[src/rtl/uart_cmd_pkg.sv]
// Shared types and byte constants for the UART command controller.
package uart_cmd_pkg;

  typedef enum logic [2:0] {
    ST_IDLE,
    ST_ARG0,
    ST_ARG1,
    ST_LOAD,
    ST_RUN,
    ST_DUMP,
    ST_RESP
  } uart_cmd_state_e;

  localparam logic [7:0] CMD_LOAD = 8'h4C;
  localparam logic [7:0] CMD_RUN  = 8'h52;
  localparam logic [7:0] CMD_DUMP = 8'h44;

  localparam logic [7:0] RSP_ACK  = 8'h06;
  localparam logic [7:0] RSP_NAK  = 8'h15;

  // True for the three opcodes the controller understands.
  function automatic logic is_cmd(input logic [7:0] b);
    return (b == CMD_LOAD) || (b == CMD_RUN) || (b == CMD_DUMP);
  endfunction

endpackage

[src/rtl/pos_edge_detector_n.sv]
// Registered rising-edge detector with asynchronous active-low reset.
// The first cycle after reset only primes the history register, so a level
// that is already high when reset is released never produces a pulse.
module pos_edge_detector_n (
  input  logic clk,
  input  logic rst_n,
  input  logic level,
  output logic pulse
);

  logic level_q;
  logic armed_q;

  // Track previous level and emit a one-cycle pulse on a low-to-high change.
  always_ff @(posedge clk or negedge rst_n) begin
    if (!rst_n) begin
      level_q <= 1'b0;
      armed_q <= 1'b0;
      pulse   <= 1'b0;
    end else begin
      level_q <= level;
      armed_q <= 1'b1;
      pulse   <= armed_q && level && !level_q;
    end
  end

endmodule

[src/rtl/uart_cmd_ctrl.sv]
// Byte-command host controller between the UART and the CPU/IMEM/DMEM.
// Commands: 'L' addr len-1 <bytes>  load IMEM, ACK when done
//           'R' hi lo                release the CPU for {hi,lo} cycles, then ACK
//           'D' addr len-1           stream DMEM bytes out (no ACK)
// Anything else is answered with NAK and sets the sticky error flag.
module uart_cmd_ctrl
  import uart_cmd_pkg::*;
#(
  parameter int IMEM_BYTE_ADDR_WIDTH = 6,
  parameter int DMEM_BYTE_ADDR_WIDTH = 6,
  parameter int RUN_CYCLES_WIDTH     = 16
) (
  input  logic                            clk,
  input  logic                            rst_n,
  input  logic                            rx_ready,
  input  logic [7:0]                      rx_data,
  input  logic                            tx_empty,
  input  logic                            tx_error,
  input  logic [7:0]                      dmem_rd_data,
  output logic                            cpu_rst,
  output logic                            imem_ctrl,
  output logic                            dmem_ctrl,
  output logic                            imem_wr_en,
  output logic [IMEM_BYTE_ADDR_WIDTH-1:0] imem_addr,
  output logic                            dmem_rd_en,
  output logic [DMEM_BYTE_ADDR_WIDTH-1:0] dmem_addr,
  output logic                            tx_req,
  output logic [7:0]                      tx_data,
  output logic                            err_flag
);

  uart_cmd_state_e               state_q;
  uart_cmd_state_e               state_d;
  logic                          rx_strobe;
  logic [7:0]                    cmd_q;
  logic [7:0]                    len_cnt_q;
  logic [RUN_CYCLES_WIDTH-1:0]   run_cnt_q;
  logic [15:0]                   run_word;
  logic [RUN_CYCLES_WIDTH-1:0]   run_load;
  logic                          tx_busy_q;
  logic                          launch;

  pos_edge_detector_n u_rx_edge (
    .clk   (clk),
    .rst_n (rst_n),
    .level (rx_ready),
    .pulse (rx_strobe)
  );

  // During ARG1 of an 'R' command the high count byte is parked in len_cnt_q.
  assign run_word = {len_cnt_q, rx_data};
  assign run_load = run_word[RUN_CYCLES_WIDTH-1:0];

  // State register.
  always_ff @(posedge clk or negedge rst_n) begin
    if (!rst_n) state_q <= ST_IDLE;
    else        state_q <= state_d;
  end

  // Next-state decode, transmit launch decision and combinational outputs.
  always_comb begin
    state_d    = state_q;
    launch     = 1'b0;
    imem_wr_en = 1'b0;
    cpu_rst    = (state_q != ST_RUN);
    imem_ctrl  = (state_q != ST_RUN);
    dmem_ctrl  = (state_q != ST_RUN);

    // tx_req is registered, so a byte chosen here goes out next cycle; the
    // busy flag (set with the launch) blocks a second launch until the UART
    // has shown tx_empty low.
    if ((state_q == ST_DUMP) || (state_q == ST_RESP))
      launch = tx_empty && !tx_busy_q && !tx_error;

    case (state_q)
      ST_IDLE: begin
        if (rx_strobe) state_d = is_cmd(rx_data) ? ST_ARG0 : ST_RESP;
      end
      ST_ARG0: begin
        if (rx_strobe) state_d = ST_ARG1;
      end
      ST_ARG1: begin
        if (rx_strobe) begin
          if (cmd_q == CMD_LOAD)      state_d = ST_LOAD;
          else if (cmd_q == CMD_DUMP) state_d = ST_DUMP;
          else if (run_load == '0)    state_d = ST_RESP;
          else                        state_d = ST_RUN;
        end
      end
      ST_LOAD: begin
        if (rx_strobe) begin
          imem_wr_en = 1'b1;
          if (len_cnt_q == 8'd0) state_d = ST_RESP;
        end
      end
      ST_RUN: begin
        if (run_cnt_q == RUN_CYCLES_WIDTH'(1)) state_d = ST_RESP;
      end
      // Leave only once the last strobe is actually on the wire, so an rx
      // byte arriving in that same cycle is still ignored.
      ST_DUMP: begin
        if (tx_error || (tx_req && (len_cnt_q == 8'd0))) state_d = ST_IDLE;
      end
      ST_RESP: begin
        if (tx_error || tx_req) state_d = ST_IDLE;
      end
      default: state_d = ST_IDLE;
    endcase
  end

  // Argument latches, counters, address pointers, transmit path and error flag.
  always_ff @(posedge clk or negedge rst_n) begin
    if (!rst_n) begin
      cmd_q      <= '0;
      len_cnt_q  <= '0;
      run_cnt_q  <= '0;
      imem_addr  <= '0;
      dmem_addr  <= '0;
      tx_busy_q  <= 1'b0;
      tx_req     <= 1'b0;
      tx_data    <= '0;
      dmem_rd_en <= 1'b0;
      err_flag   <= 1'b0;
    end else begin
      tx_req     <= launch;
      dmem_rd_en <= launch && (state_q == ST_DUMP);
      // In RESP the error flag tells NAK from ACK: a valid opcode cleared it.
      if (launch)
        tx_data <= (state_q == ST_DUMP) ? dmem_rd_data : (err_flag ? RSP_NAK : RSP_ACK);
      if (launch)         tx_busy_q <= 1'b1;
      else if (!tx_empty) tx_busy_q <= 1'b0;

      case (state_q)
        ST_IDLE: begin
          if (rx_strobe) begin
            cmd_q    <= rx_data;
            err_flag <= !is_cmd(rx_data);
          end
        end
        ST_ARG0: begin
          if (rx_strobe) begin
            if (cmd_q == CMD_LOAD)      imem_addr <= rx_data[IMEM_BYTE_ADDR_WIDTH-1:0];
            else if (cmd_q == CMD_DUMP) dmem_addr <= rx_data[DMEM_BYTE_ADDR_WIDTH-1:0];
            else                        len_cnt_q <= rx_data;
          end
        end
        ST_ARG1: begin
          if (rx_strobe) begin
            if (cmd_q == CMD_RUN) run_cnt_q <= run_load;
            else                  len_cnt_q <= rx_data;
          end
        end
        ST_LOAD: begin
          if (rx_strobe) begin
            imem_addr <= imem_addr + 1'b1;
            len_cnt_q <= len_cnt_q - 8'd1;
          end
        end
        ST_RUN: begin
          run_cnt_q <= run_cnt_q - 1'b1;
        end
        ST_DUMP: begin
          if (tx_error) begin
            err_flag <= 1'b1;
          end else if (tx_req) begin
            dmem_addr <= dmem_addr + 1'b1;
            len_cnt_q <= len_cnt_q - 8'd1;
          end
        end
        ST_RESP: begin
          if (tx_error) err_flag <= 1'b1;
        end
        default: ;
      endcase
    end
  end

endmodule

[config.mk]
export PLATFORM = sky130hd
export DESIGN_NAME = uart_cmd_ctrl
export DESIGN_NICKNAME = d
export VERILOG_FILES = /design/src/rtl/uart_cmd_pkg.sv /design/src/rtl/pos_edge_detector_n.sv /design/src/rtl/uart_cmd_ctrl.sv
export SDC_FILE = /design/constraint.sdc
export NUM_CORES = 1
export LEC_CHECK = 0
export BUFFER_PORTS_ARGS = -buffer_cell sky130_fd_sc_hd__buf_2
export CORE_ASPECT_RATIO = 0.6
export CORE_MARGIN = 1
export CORE_UTILIZATION = 40
export CTS_CLUSTER_SIZE = 40
export DETAILED_ROUTE_END_ITERATION = 8
export GPL_TIMING_DRIVEN = 0
export HOLD_SLACK_MARGIN = 0.02
export PLACE_DENSITY = 0.6
export SYNTH_ARGS = -nofsm -noshare
export SYNTH_HDL_FRONTEND = slang
export SYNTH_HIERARCHICAL = 1
export SYNTH_SLANG_ARGS = --single-unit
[constraint.sdc]
create_clock -name clk -period 3.5 [get_ports clk]
set_input_delay 0.35 -clock clk [delete_from_list [all_inputs] [get_ports clk]]
set_output_delay 0.35 -clock clk [all_outputs]
set_load 0.1 [all_outputs]
=== Word level (Yosys, flattened, before mapping) ===
Cells that the tools add are included.

* Flip-flop bits (word level): 62
* Latch bits: 0
* RAM bits: 0
* Bits in read-only memories: 0
* Output and inout bits: 27
* Word-level logic and storage cells: 126
* Memories: 0

* Add/subtract/negate cells: 4
* Multipliers: 0
* Divide/modulo/power cells: 0
* $lt $le $gt $ge: 0
* Equality and inequality tests: 32
* Shift operators: 0
* Muxes and demuxes: 45
* Bitwise gates (word level): 0
* Reduce and logical (&&, ||, !) cells: 31

{| class="wikitable"
|+ Operators with widths
! kind !! number
|-
| 2-to-1 mux 8 bit || 9
|-
| equality test 8 x 7 -> 1 bit, second input constant || 6
|-
| 2-to-1 mux 6 bit || 8
|-
| 2-to-1 mux 16 bit || 2
|-
| case mux 16 bit (2 select lines) || 1
|-
| case mux 8 bit (4 select lines) || 1
|-
| 2-to-1 mux 3 bit || 10
|-
| case mux 6 bit (2 select lines) || 2
|-
| inequality test 2 bit, second input constant || 11
|-
| case mux 3 bit (7 select lines) || 1
|-
| equality test 16 x 1 -> 1 bit, second input constant || 1
|-
| zero test 16 bit || 1
|-
| subtractor 16 x 1 -> 16 bit, second input constant || 1
|-
| inequality test 2 x 1 -> 1 bit, second input constant || 7
|-
| adder 6 x 1 -> 6 bit, second input constant || 2
|-
| equality test 3 bit, second input constant || 3
|-
| AND reduction 9 bit || 1
|-
| zero test 8 bit || 1
|-
| AND reduction 8 bit || 1
|-
| nonzero test 2 bit || 4
|-
| subtractor 8 x 1 -> 8 bit, second input constant || 1
|-
| 2-to-1 mux 1 bit || 7
|-
| equality test 3 x 2 -> 1 bit, second input constant || 2
|-
| logical AND 1 bit || 6
|-
| other kinds (14) || 23
|}

=== Longest topological paths before layout ===
Gate-level depths: netlist of the first run.

* Word-level depth: 6
* Depth in mapped cells: 8

=== Hierarchy ===
The synthesis of the first run kept the hierarchy.

{| class="wikitable"
|+ By module, submodules not included
! module !! instances !! cells each !! area each (um^2) !! sequential area each (um^2)
|-
| uart_cmd_ctrl || 1 || 390 || 3,389.5 || 1,476.4
|-
| pos_edge_detector_n || 1 || 5 || 87.6 || 75.1
|}

=== Least setup slack after synthesis of the first run ===
No wires, ideal clock.

* Path kind: reg-to-output
* Start: register state_q[1]
* End: output port dmem_ctrl
* Arrival time: 2,469 ps
* Required time: 3,150 ps
* Slack: 681 ps
* Cell stages (with the launch flop): 7
* Cells stage by stage: dfrtp_1 -> clkbuf_1 -> nand2b_1 -> nor2_1 -> inv_1 -> clkbuf_1 -> buf_4

* Word-level cells in the longest chain between the ends: 1

{| class="wikitable"
|+ Ends and longest elaborated chain
! element !! line !! text
|-
| start: declaration || uart_cmd_ctrl.sv:32 || <nowiki>uart_cmd_state_e state_q;</nowiki>
|-
| start signal: assignment || uart_cmd_ctrl.sv:57 || <nowiki>else state_q <= state_d;</nowiki>
|-
| inequality test 3 bit || n/a ||
|-
| end: declaration || uart_cmd_ctrl.sv:22 || <nowiki>output logic dmem_ctrl,</nowiki>
|}

No other way between the ends.

=== Worst setup path after layout of the first run ===
* Start: register state_q[1]
* End: output port imem_ctrl

* Word-level cells in the longest chain between the ends: 1

{| class="wikitable"
|+ Ends and longest elaborated chain
! element !! line !! text
|-
| inequality test 3 bit || uart_cmd_ctrl.sv:66 || <nowiki>imem_ctrl = (state_q != ST_RUN);</nowiki>
|-
| end: declaration || uart_cmd_ctrl.sv:21 || <nowiki>output logic imem_ctrl,</nowiki>
|}

No other way between the ends.

==> results.md, run 1 <==
- Maximum vdd ir drop: between 300 and 400 µV
- Fin nets: 480
- Die area: around 0.009 mm²
- Wire length per cell: roughly 17 µm
- Vias in the first global route: about 3000
- Total Routed Length: around 9500 µm
- RR Startpoint: run_cnt_q[4]
- Clk pin slew, worst setup/hold paths: 0.05 ns
- P per Cell Area: roughly 900 mW/mm²
- HPWL after DPL: ~6700 µm
- Pins Over Slew Limit: 0
- Initial core utilization: 0.4275
- Commonest cells after routing, fill and taps aside: 62 x dfrtp_1, 48 x o21ai_0, 46 x buf_2
- Vias/cell: just under 6
- Maximum clock insertion buffer count: 2
- Gate Count Post-Synth: between 300 and 400
- CP endpoint kind: output port
- Most common cell after layout, fill and taps aside: dfrtp_1
- CTS tree: built
- GRT Overall Usage: 0.2282
- Number of port buffers: 47
- Largest net degree at the start of global routing: 63
- Core Util, Final: 0.5123
- Post-layout min period: a little over 3 ns
- Internal reg-to-reg setup slack: about 0.75 ns
- I/O pins: between 40 and 50
- Crit share post-route: 0.8868
- Initial antenna violation count: 0
- Final-report setup violation count: 0
- Worst slew margin: 0.4785
- DRC violations left: 0
- Detailed router's first-iteration violation count: 273
- Main synth FF type: dfrtp_1
- Worst Path Class, Setup: flip-flop to output port
- Total core area: 0.008133 mm²
- DP Area: roughly 0.0038 mm²
- HP Class: primary input to asynchronous set/reset pin
- Resize count post-CTS: 0
- Post-Synthesis Cell Area: 0.003477 mm²
- Setup total negative slack: 0 ns
- Synth Register Bits: 62
- RD Place Congestion: about 0.92
- Routed vias: roughly 3300
- Critical Path Source: state_q[1]
- Clock Skew: ~0.0075 ns
- Share of post-route cells with drive strength above 1: 0.1594
- Crit path DAT: roughly 2.8 ns
- Worst R2R End: state_q[1]
- Area grow syn2layout: 19.83%
- Peak Freq: 0.3222 GHz
- Clock Sink Count: a little over 60
- Worst-skew pair later-pin latency: ~0.33 ns
- Die height: around 74 µm
- Routed Antenna Nets: 0
- Warnings, synthesis: 6
- Ant. Diodes: 0
- Die X: around 120 µm
- Setup bufs post-CTS: 0
- Worst-path maximum fanout: 12
- Htree depth: 3
- Startpoint types: flip-flop
- Hold slack: between 0.1 and 0.15 ns
- FFs w/ async S/R, synth: 1.000
- Final hold viol count: 0
- Worst setup endpoint: imem_ctrl
- Lkg Pwr: about 1.8 nW
- Root Buffer: clkbuf_16
- Total global routing overflow: 0
- Worst R2R Path Depth: 5
- Max_cap viols: 0
- Worst Tran Pin Value: a little under 0.8 ns
- First-pass GRT wire length: 15500 µm
- Status: finished, final reports clean
- EDFF count, synth: 0
- Filler cell count in the final layout: ~770
- Count of cell types in the netlist: between 50 and 60
- Fin area: approximately 0.0042 mm²
- Syn Area/Cell: between 8 and 9 µm²
- Drt pass-1 iters: 5
- Unrepaired setup endpoints after global routing: no
- Post-synthesis sequential area ratio: 0.4462
- Post-Syn Nets: between 400 and 500
- CTS buffer count: 9
- Post-CTS Hold Buffers: 0
- # rows: 25
- Worst Path Required: around 3.2 ns
[critical path, stage by stage, from the launching register on]
cell and delay (ns):
dfrtp_1 0.35, clkbuf_1 0.22, nand2b_1 0.25, nor2_1 0.55, inv_1 0.22, clkbuf_1 0.33
buf_4 0.23, buf_2 0.28
[routing by layer]
| layer | track usage | wire length, µm | share of wire | vias up |
|---|---|---|---|---|
| met3 | 0.07055 | 766 | 0.080 | 11 |
| met2 | 0.3084 | 3725 | 0.39 | 136 |
| met4 | 0.05962 | 73 | 0.0077 | 0 |
| met5 | 0 | 0 | 0 | - |
| li1 | - | - | - | 1578 |
| met1 | 0.3470 | 4975 | 0.52 | 1588 |
[cells in the mapped netlist, types with 2 or more instances]
cell,instances,share of area
a211o_1,2,0.0050
a21o_1,2,0.0043
a21oi_1,31,0.045
a22o_1,6,0.015
a22oi_1,5,0.011
a2bb2oi_1,3,0.0076
a31oi_1,7,0.013
and2_1,4,0.0072
and3_1,4,0.0072
and3b_1,3,0.0076
buf_4,2,0.0043
clkbuf_1,20,0.022
dfrtp_1,62,0.45
ha_1,6,0.022
inv_1,12,0.013
mux2_2,7,0.023
mux2i_1,3,0.0086
nand2_1,42,0.045
nand2b_1,5,0.0090
nand3_1,10,0.014
nand3b_1,5,0.011
nand4_1,3,0.0054
nor2_1,30,0.032
nor3_1,13,0.019
nor3b_1,5,0.011
nor4_1,5,0.0090
nor4bb_1,3,0.0086
o211ai_1,6,0.013
o21a_1,2,0.0043
o21ai_0,48,0.069
o22a_1,2,0.0050
o22ai_1,5,0.0090
o2bb2ai_1,4,0.010
o31ai_1,4,0.0086
or3_1,5,0.0090
or4b_1,3,0.0086
[sequential cells by signal, summed over array words and instances (netlist names), 3 cells and up]
name / cells
state_q: 3
cmd_q: 8
imem_addr: 6
dmem_addr: 6
len_cnt_q: 8
run_cnt_q: 16
tx_data: 8
[kinds of logic after synthesis]
logic type                 Yosys count  share of synthesized area
buffers and inverters               35                    0.03994
and+or+nand+nor                    144                     0.2155
adders and majority gates            6                    0.02159
muxes                               11                    0.03455
xor gates and xnor gates             1                   0.002519
other                                1                   0.001078
DFF                                 62                     0.4462
AOI/OAI and AO/OA                  135                     0.2386
[through the flow]
stage / total power, mW / setup slack (ns) / cells
2_1_floorplan: 2.333 / 0.6810 / 395
3_3_place_gp: 2.680 / 0.7919 / 550
3_5_place_dp: 2.703 / 0.7714 / 550
4_1_cts: 3.661 / 0.4030 / 566
5_1_grt: 3.893 / 0.2283 / 566
6_report: 3.669 / 0.3964 / 566
[worst min path at each step]
stage | start | end | cells past startpoint
floorplan | rst_n | cmd_q[0] | 0
global placement | tx_data[6] | tx_data[6] | 2
detailed placement | tx_data[0] | tx_data[0] | 2
CTS | rx_ready | u_rx_edge/level_q | 1
global route | rx_ready | u_rx_edge/level_q | 1
finish | rst_n | tx_data[5] | 1
[layout make-up]
| class | instances | area (µm²) | area share |
|---|---|---|---|
| multi-input combinational | 298 | 1787 | 0.4288 |
| sequential | 62 | 1551 | 0.3724 |
| tap | 108 | 135.1 | 0.03243 |
| timing repair buffer | 47 | 237.7 | 0.05706 |
| clock inverter | 4 | 70.07 | 0.01682 |
| clock buffer | 12 | 246.5 | 0.05916 |
| inverter | 12 | 45.04 | 0.01081 |
| buffer | 23 | 93.84 | 0.02252 |
[where the power goes]
group	internal, mW	switching (mW)	total [mW]
Clock	0.640	0.308	0.948
Sequential	0.953	0.242	1.20
Combinational	0.470	1.06	1.53
Note: power is estimated with default switching activity, not from simulation.
==> inputs of run 2 (changes only) <==
--- a/config.mk
+++ b/config.mk
@@ -8,12 +8,12 @@
 export BUFFER_PORTS_ARGS = -buffer_cell sky130_fd_sc_hd__buf_2
 export CORE_ASPECT_RATIO = 0.6
 export CORE_MARGIN = 1
-export CORE_UTILIZATION = 40
+export CORE_UTILIZATION = 58
 export CTS_CLUSTER_SIZE = 40
 export DETAILED_ROUTE_END_ITERATION = 8
 export GPL_TIMING_DRIVEN = 0
 export HOLD_SLACK_MARGIN = 0.02
-export PLACE_DENSITY = 0.6
+export PLACE_DENSITY = 0.81
 export SYNTH_ARGS = -nofsm -noshare
 export SYNTH_HDL_FRONTEND = slang
 export SYNTH_HIERARCHICAL = 1
==> run 2 against run 1 <==
Non-clock buffer count unchanged; critical path depth unchanged; die area is 30% lower; via count grew 2.4%; setup slack gained 0.042 ns; maximum frequency rose by 1.4%; clock skew fell by 0.00064 ns; sequential power hardly changed; wire length down 0.58%.
==> results.md, run 2 (synthesis results as in run 1) <==
- Status: finished, final reports clean
- Post-CTS Hold Buffers: 0 (unchanged)
- Worst Tran Pin Value: 0.7783 ns (-0.003995 ns)
- Total global routing overflow: 0 (unchanged)
- Slowest cell on crit path: nor2_1
- HP Class: primary input to asynchronous set/reset pin
- Area grow syn2layout: 16.44%
- Lkg Pwr: 1.749 nW (-2.1%)
- CTS tree: built
- Top cell by count, worst path: clkbuf_1
- Worst slew margin: 0.4812 (+0.002663)
- Clk pin slew, worst setup/hold paths: 0.07 ns (+0.02 ns)
- Total Routed Length: 9485 µm (-0.58%)
- Die height: 61.98 µm (-16%)
- Number of port buffers: 47 (unchanged)
- Crit path DAT: 2.71 ns (-0.04 ns)
- Internal: 1.877 mW (-9.0%)
- # rows: 21 (-16%)
- Root Buffer: clkbuf_8
- Clock Sink Count: 62 (unchanged)
- Routed Antenna Nets: 0 (unchanged)
- Pins Over Slew Limit: 0 (unchanged)
- Sequential share of power: 0.348 (+0.022)
- CP endpoint kind: output port
- Fin nets: 480 (unchanged)
- P per Cell Area: 855.9 mW/mm² (-2.8%)
- Share of post-route cells with drive strength above 1: 0.1616 (+0.002183)
- Post-layout min period: 3.062 ns (-0.04204 ns)
- Resize count post-CTS: 0 (unchanged)
- CTS buffer count: 9 (unchanged)
- Peak Freq: 0.3266 GHz (+1.4%)
- I/O pins: 48 (unchanged)
- Worst-path maximum fanout: 12 (unchanged)
- Vias in the first global route: 2963 (+0.37%)
- Htree depth: 3 (unchanged)
- Most common cell after layout, fill and taps aside: dfrtp_1
- Die X: 102.0 µm (-17%)
- Vias/cell: 6.307 (+7.7%)
- Psw: 1.588 mW (-1.1%)
- Clock Skew: 0.006824 ns (-0.0006417 ns)
- RD Place Congestion: 0.9097 (-1.3%)
- Sw Ratio: 0.4583 (+0.02048)
- # placed instances: 522 (-5.1%)
- Die area: 0.006319 mm² (-30%)
- HPWL after DPL: 6800 µm (+0.78%)
- Initial core utilization: 0.6127 (+0.1851)
- Filler cell count in the final layout: 468 (-39%)
- Wire length per cell: 17.63 µm (+4.6%)
- Max incr delay on CP: 0.48 ns (-0.07 ns)
- Maximum clock insertion buffer count: 2 (unchanged)
- Total core area: 0.005675 mm² (-30%)
- First-pass GRT wire length: 15270 µm (-1.5%)
- Clock group share of total power: 0.214 (-0.044)
- Ant. Diodes: 0 (unchanged)
- Largest net degree at the start of global routing: 63 (unchanged)
- Crit-path cells: clkbuf_1 > nand2b_1 > nor2_1 > inv_1 > clkbuf_1 > buf_4 > buf_2
- Core Util, Final: 0.7134 (+0.2011)
- Largest register by flop count: run_cnt_q
- Crit share post-route: 0.8747 (-0.01201)
- Detailed router's first-iteration violation count: 274 (+0.37%)
- Kind of cell adding the most delay to the critical path: buffers and inverters
- CP bufs+invs: 5 (unchanged)
- Worst-skew pair later-pin latency: 0.35 ns (+0.02 ns)
- Final-report setup violation count: 0 (unchanged)
- Initial antenna violation count: 0 (unchanged)
- Unrepaired setup endpoints after global routing: no
- Final hold viol count: 0 (unchanged)
- GRT Overall Usage: 0.3278 (+0.09955)
- Worst Path Required: 3.15 ns (about the same)
- Largest register FFs: 16 (unchanged)
- Maximum vdd ir drop: 473.9 µV (+49%)
- Commonest cells after routing, fill and taps aside: 62 x dfrtp_1, 48 x o21ai_0, 46 x buf_2
- Drt pass-1 iters: 5 (unchanged)
- DRC violations left: 0 (unchanged)
- Comb power frac: 0.438 (+0.022)
- Routed vias: 3393 (+2.4%)
- Worst Path Class, Setup: flip-flop to output port
- Setup total negative slack: 0 ns (unchanged)
- Startpoint types: flip-flop
- Fin cells: 538 (-4.9%)
- Max_cap viols: 0 (unchanged)
- Setup bufs post-CTS: 0 (unchanged)
[run 2: cell count changes in the layout (fill, tap and decap cells not counted), sizes merged]
| cell | previous run | this run |
|---|---|---|
| clkbuf | 32 | 33 |
| clkinv | 2 | 1 |
[run 2: cell type report]
type | count | area, µm² | area share
multi-input combinational | 298 | 1787 | 0.4413
sequential | 62 | 1551 | 0.3832
timing repair buffer | 47 | 237.7 | 0.05871
clock buffer | 13 | 168.9 | 0.04172
tap | 80 | 100.1 | 0.02472
buffer | 23 | 93.84 | 0.02318
clock inverter | 3 | 65.06 | 0.01607
inverter | 12 | 45.04 | 0.01112
[run 2: power groups by stage]
| stage | sequential, mW | clock, mW | combinational (mW) |
|---|---|---|---|
| after floorplan | 1.38 | 0 | 0.951 |
| after global placement | 1.19 | 0 | 1.46 |
| after detailed placement | 1.20 | 0 | 1.50 |
| after CTS | 1.19 | 0.751 | 1.50 |
| after global routing | 1.24 | 0.782 | 1.65 |
| final | 1.20 | 0.742 | 1.52 |
[run 2: per-stage QoR]
stage / area [µm²] / power (mW) / hold slack (ns) / worst slack [ns]
global placement: 3812 / 2.655 / 0.4598 / 0.8892
CTS: 4046 / 3.446 / 0.1065 / 0.5390
global route: 4049 / 3.669 / 0.1096 / 0.3341
floorplan: 3477 / 2.333 / 0.05441 / 0.6810
finish: 4049 / 3.465 / 0.07566 / 0.4384
detailed placement: 3812 / 2.703 / 0.4681 / 0.8641
[run 2: metal layers]
metal | wire length, µm | GRT usage
met1 | 4411 | 0.4825
met2 | 3877 | 0.4679
met5 | 0 | 0
met3 | 1020 | 0.09732
met4 | 176 | 0.09388
[run 2: final timing paths]
| path | cells after the start | slack [ns] | to | startpoint |
|---|---|---|---|---|
| setup / recovery | 7 | 0.44 | dmem_ctrl | state_q[1] |
| hold / removal | 1 | 0.08 | err_flag | rst_n |
| setup reg to reg | 5 | 0.84 | state_q[1] | run_cnt_q[4] |
| hold reg to reg | 2 | 0.48 | tx_data[3] | tx_data[3] |
| max in group asynchronous | 1 | 2.91 | imem_addr[2] | rst_n |
| min in group clk | 1 | 0.12 | u_rx_edge/level_q | rx_ready |
[run 2: worst reg2reg max path: stages (launching register included)]
cell and delay (ns):
dfrtp_1 0.43, or4_4 0.55, or4b_1 0.53, or4b_1 0.52, a21oi_1 0.18, mux2_1 0.33
==> inputs of run 3 (changes only) <==
==> constraint.sdc (replaced) <==
create_clock -name clk -period 2.98 [get_ports clk]
set_input_delay 0.298 -clock clk [delete_from_list [all_inputs] [get_ports clk]]
set_output_delay 0.298 -clock clk [all_outputs]
set_load 0.1 [all_outputs]
==> run 3 against run 2 <==
Worst hold slack got worse by 0.051 ns; largest power group unchanged; power increased by 17%; final cell count decreased by 0.19%; global-route usage unchanged; critical path type unchanged.
==> results.md, run 3 (synthesis results as in run 1) <==
- Die X: 102.0 µm (unchanged)
- Routed Antenna Nets: 0 (unchanged)
- Commonest cells after routing, fill and taps aside: 62 x dfrtp_1, 48 x o21ai_0, 46 x buf_2
- Peak Freq: 0.3750 GHz
- CTS tree: built
- Fin nets: 479 (-0.21%)
- Final worst setup slack: 0.3133 ns (-0.1251 ns)
- Worst R2R End: state_q[1]
- Kind of cell adding the most delay to the critical path: buffers and inverters
- DR WL met3: 1004 µm (-1.6%)
- First-pass GRT wire length: 15270 µm (unchanged)
- Setup total negative slack: 0 ns (unchanged)
- Worst setup endpoint: imem_ctrl
- Post-layout min period: roughly 2.7 ns
- RR Startpoint: run_cnt_q[4]
- CP endpoint kind: output port
- Internal reg-to-reg setup slack: 0.32 ns (-0.52 ns)
- CP Depth: 6 (-1)
- Critical Path Source: state_q[1]
- Number of port buffers: 47 (unchanged)
- # rows: 21 (unchanged)
- Pins Over Slew Limit: 0 (unchanged)
- GRT Overall Usage: 0.3278 (unchanged)
- Final-report setup violation count: 0 (unchanged)
- Post-CTS Hold Buffers: 0 (unchanged)
- DRC violations left: 0 (unchanged)
- # placed instances: 522 (unchanged)
- Vias in the first global route: 2963 (unchanged)
- HPWL after DPL: 6800 µm (unchanged)
- Slowest cell on crit path: buf_2
- Initial core utilization: 0.6127 (unchanged)
- Clock Skew: 0.007121 ns (+0.0002971 ns)
- Area grow syn2layout: 16.41% (about the same)
- Root Buffer: clkbuf_8
- Die height: 61.98 µm (unchanged)
- Resize count post-CTS: 0 (unchanged)
- Htree depth: 3 (unchanged)
- Final hold viol count: 0 (unchanged)
- Unrepaired setup endpoints after global routing: no
- Largest net degree at the start of global routing: 63 (unchanged)
- Worst Tran Pin Value: 0.8028 ns (+0.02454 ns)
- Worst R2R Path Depth: 5 (unchanged)
- Fin cells: 537 (-0.19%)
- Die area: 0.006319 mm² (unchanged)
- Max_cap viols: 0 (unchanged)
- Maximum vdd ir drop: 556.9 µV (+18%)
- Initial antenna violation count: 0 (unchanged)
- Post-place setup slack: 0.3441 ns (-0.5200 ns)
- Lkg Pwr: 1.748 nW (about the same)
- Worst slew margin: 0.4634 (-0.01776)
- Startpoint types: flip-flop
- Share of post-route cells with drive strength above 1: 0.1641 (+0.002542)
- Filler cell count in the final layout: 469 (+0.21%)
- P per Cell Area: 1006 mW/mm² (+18%)
- Detailed router's first-iteration violation count: 318 (+16%)
- Routed vias: 3419 (+0.77%)
- Footprint of the multi-input gates: 0.001789 mm² (+0.14%)
- Crit share post-route: 0.8949
- Most common cell after layout, fill and taps aside: dfrtp_1
- Highest Signal Layer: met4
- Clock Sink Count: 62 (unchanged)
- Clk pin slew, worst setup/hold paths: 0.07 ns (about the same)
- CP bufs+invs: 4 (-1)
- Drt pass-1 iters: 5 (unchanged)
- Status: finished, final reports clean
- Worst-path maximum fanout: 16 (+4)
- Largest register by flop count: run_cnt_q
- I/O pins: 48 (unchanged)
- Maximum clock insertion buffer count: 2 (unchanged)
- Met2 routed WL: 3913 µm (+0.93%)
- Crit-path cells: clkbuf_1 > nand2b_1 > nor2_2 > inv_1 > buf_4 > buf_2
- Wire length per cell: 17.68 µm (+0.29%)
- Met1 wire length: 4400 µm (-0.25%)
- Worst Path Class, Setup: flip-flop to output port
- Total global routing overflow: 0 (unchanged)
- Crit path DAT: 2.37 ns (-0.34 ns)
- Setup bufs post-CTS: 0 (unchanged)
- Ant. Diodes: 0 (unchanged)
- Vias/cell: 6.367 (+0.95%)
- Total Routed Length: 9495 µm (+0.11%)
- Largest register FFs: 16 (unchanged)
- RD Place Congestion: 0.9097 (unchanged)
- HP Class: primary input to asynchronous set/reset pin
- Sequential Area: 0.001551 mm² (unchanged)
- Total core area: 0.005675 mm² (unchanged)
- Worst Path Required: 2.68 ns (-0.47 ns)
- CTS buffer count: 9 (unchanged)
- Max incr delay on CP: 0.41 ns (-0.07 ns)
- Worst-skew pair later-pin latency: 0.35 ns (about the same)
==> run 3: changes by cell type in the layout (fill, tap and decap cells not counted) <==
cell	change
nor2_2	+1
nor2_1	-1
clkbuf_1	-1
==> run 3: per-stage QoR <==
stage                     power (mW)  hold WS (ns)    util  instance area, µm²
after floorplan                2.740      0.002409       -                3477
after global placement         3.119        0.4206  0.6717                3812
after detailed placement       3.174        0.4226  0.6717                3812
after CTS                      4.048       0.05452  0.7130                4046
after global routing           4.306       0.05756  0.7132                4048
final                          4.071       0.02454  0.7132                4048
==> run 3: power breakdown <==
part | internal (mW) | leakage (nW) | switching [mW]
Sequential | 1.12 | 0.745 | 0.303
Combinational | 0.546 | 0.884 | 1.23
Clock | 0.539 | 0.120 | 0.332
Total | 2.20 | 1.75 | 1.87
==> run 3: layout make-up <==
class / count / share of cell area
multi-input combinational: 298 / 0.4420
sequential: 62 / 0.3833
timing repair buffer: 47 / 0.05873
clock buffer: 13 / 0.04173
tap: 80 / 0.02473
buffer: 22 / 0.02226
clock inverter: 3 / 0.01607
inverter: 12 / 0.01113
==> run 3: routing by layer <==
metal  up-vias  track usage
li1       1571            -
met1      1618       0.4825
met2       208       0.4679
met3        22      0.09732
met4         0      0.09388
met5         -            0
==> run 3: worst min path at each step <==
stage | from | end | slack [ns]
after CTS | rx_ready | u_rx_edge/level_q | 0.05
after global placement | rx_ready | u_rx_edge/level_q | 0.42
after global routing | rx_ready | u_rx_edge/level_q | 0.06
after floorplan | rst_n | cmd_q[0] | 0.002
final | rst_n | err_flag | 0.02
after detailed placement | rx_ready | u_rx_edge/level_q | 0.42
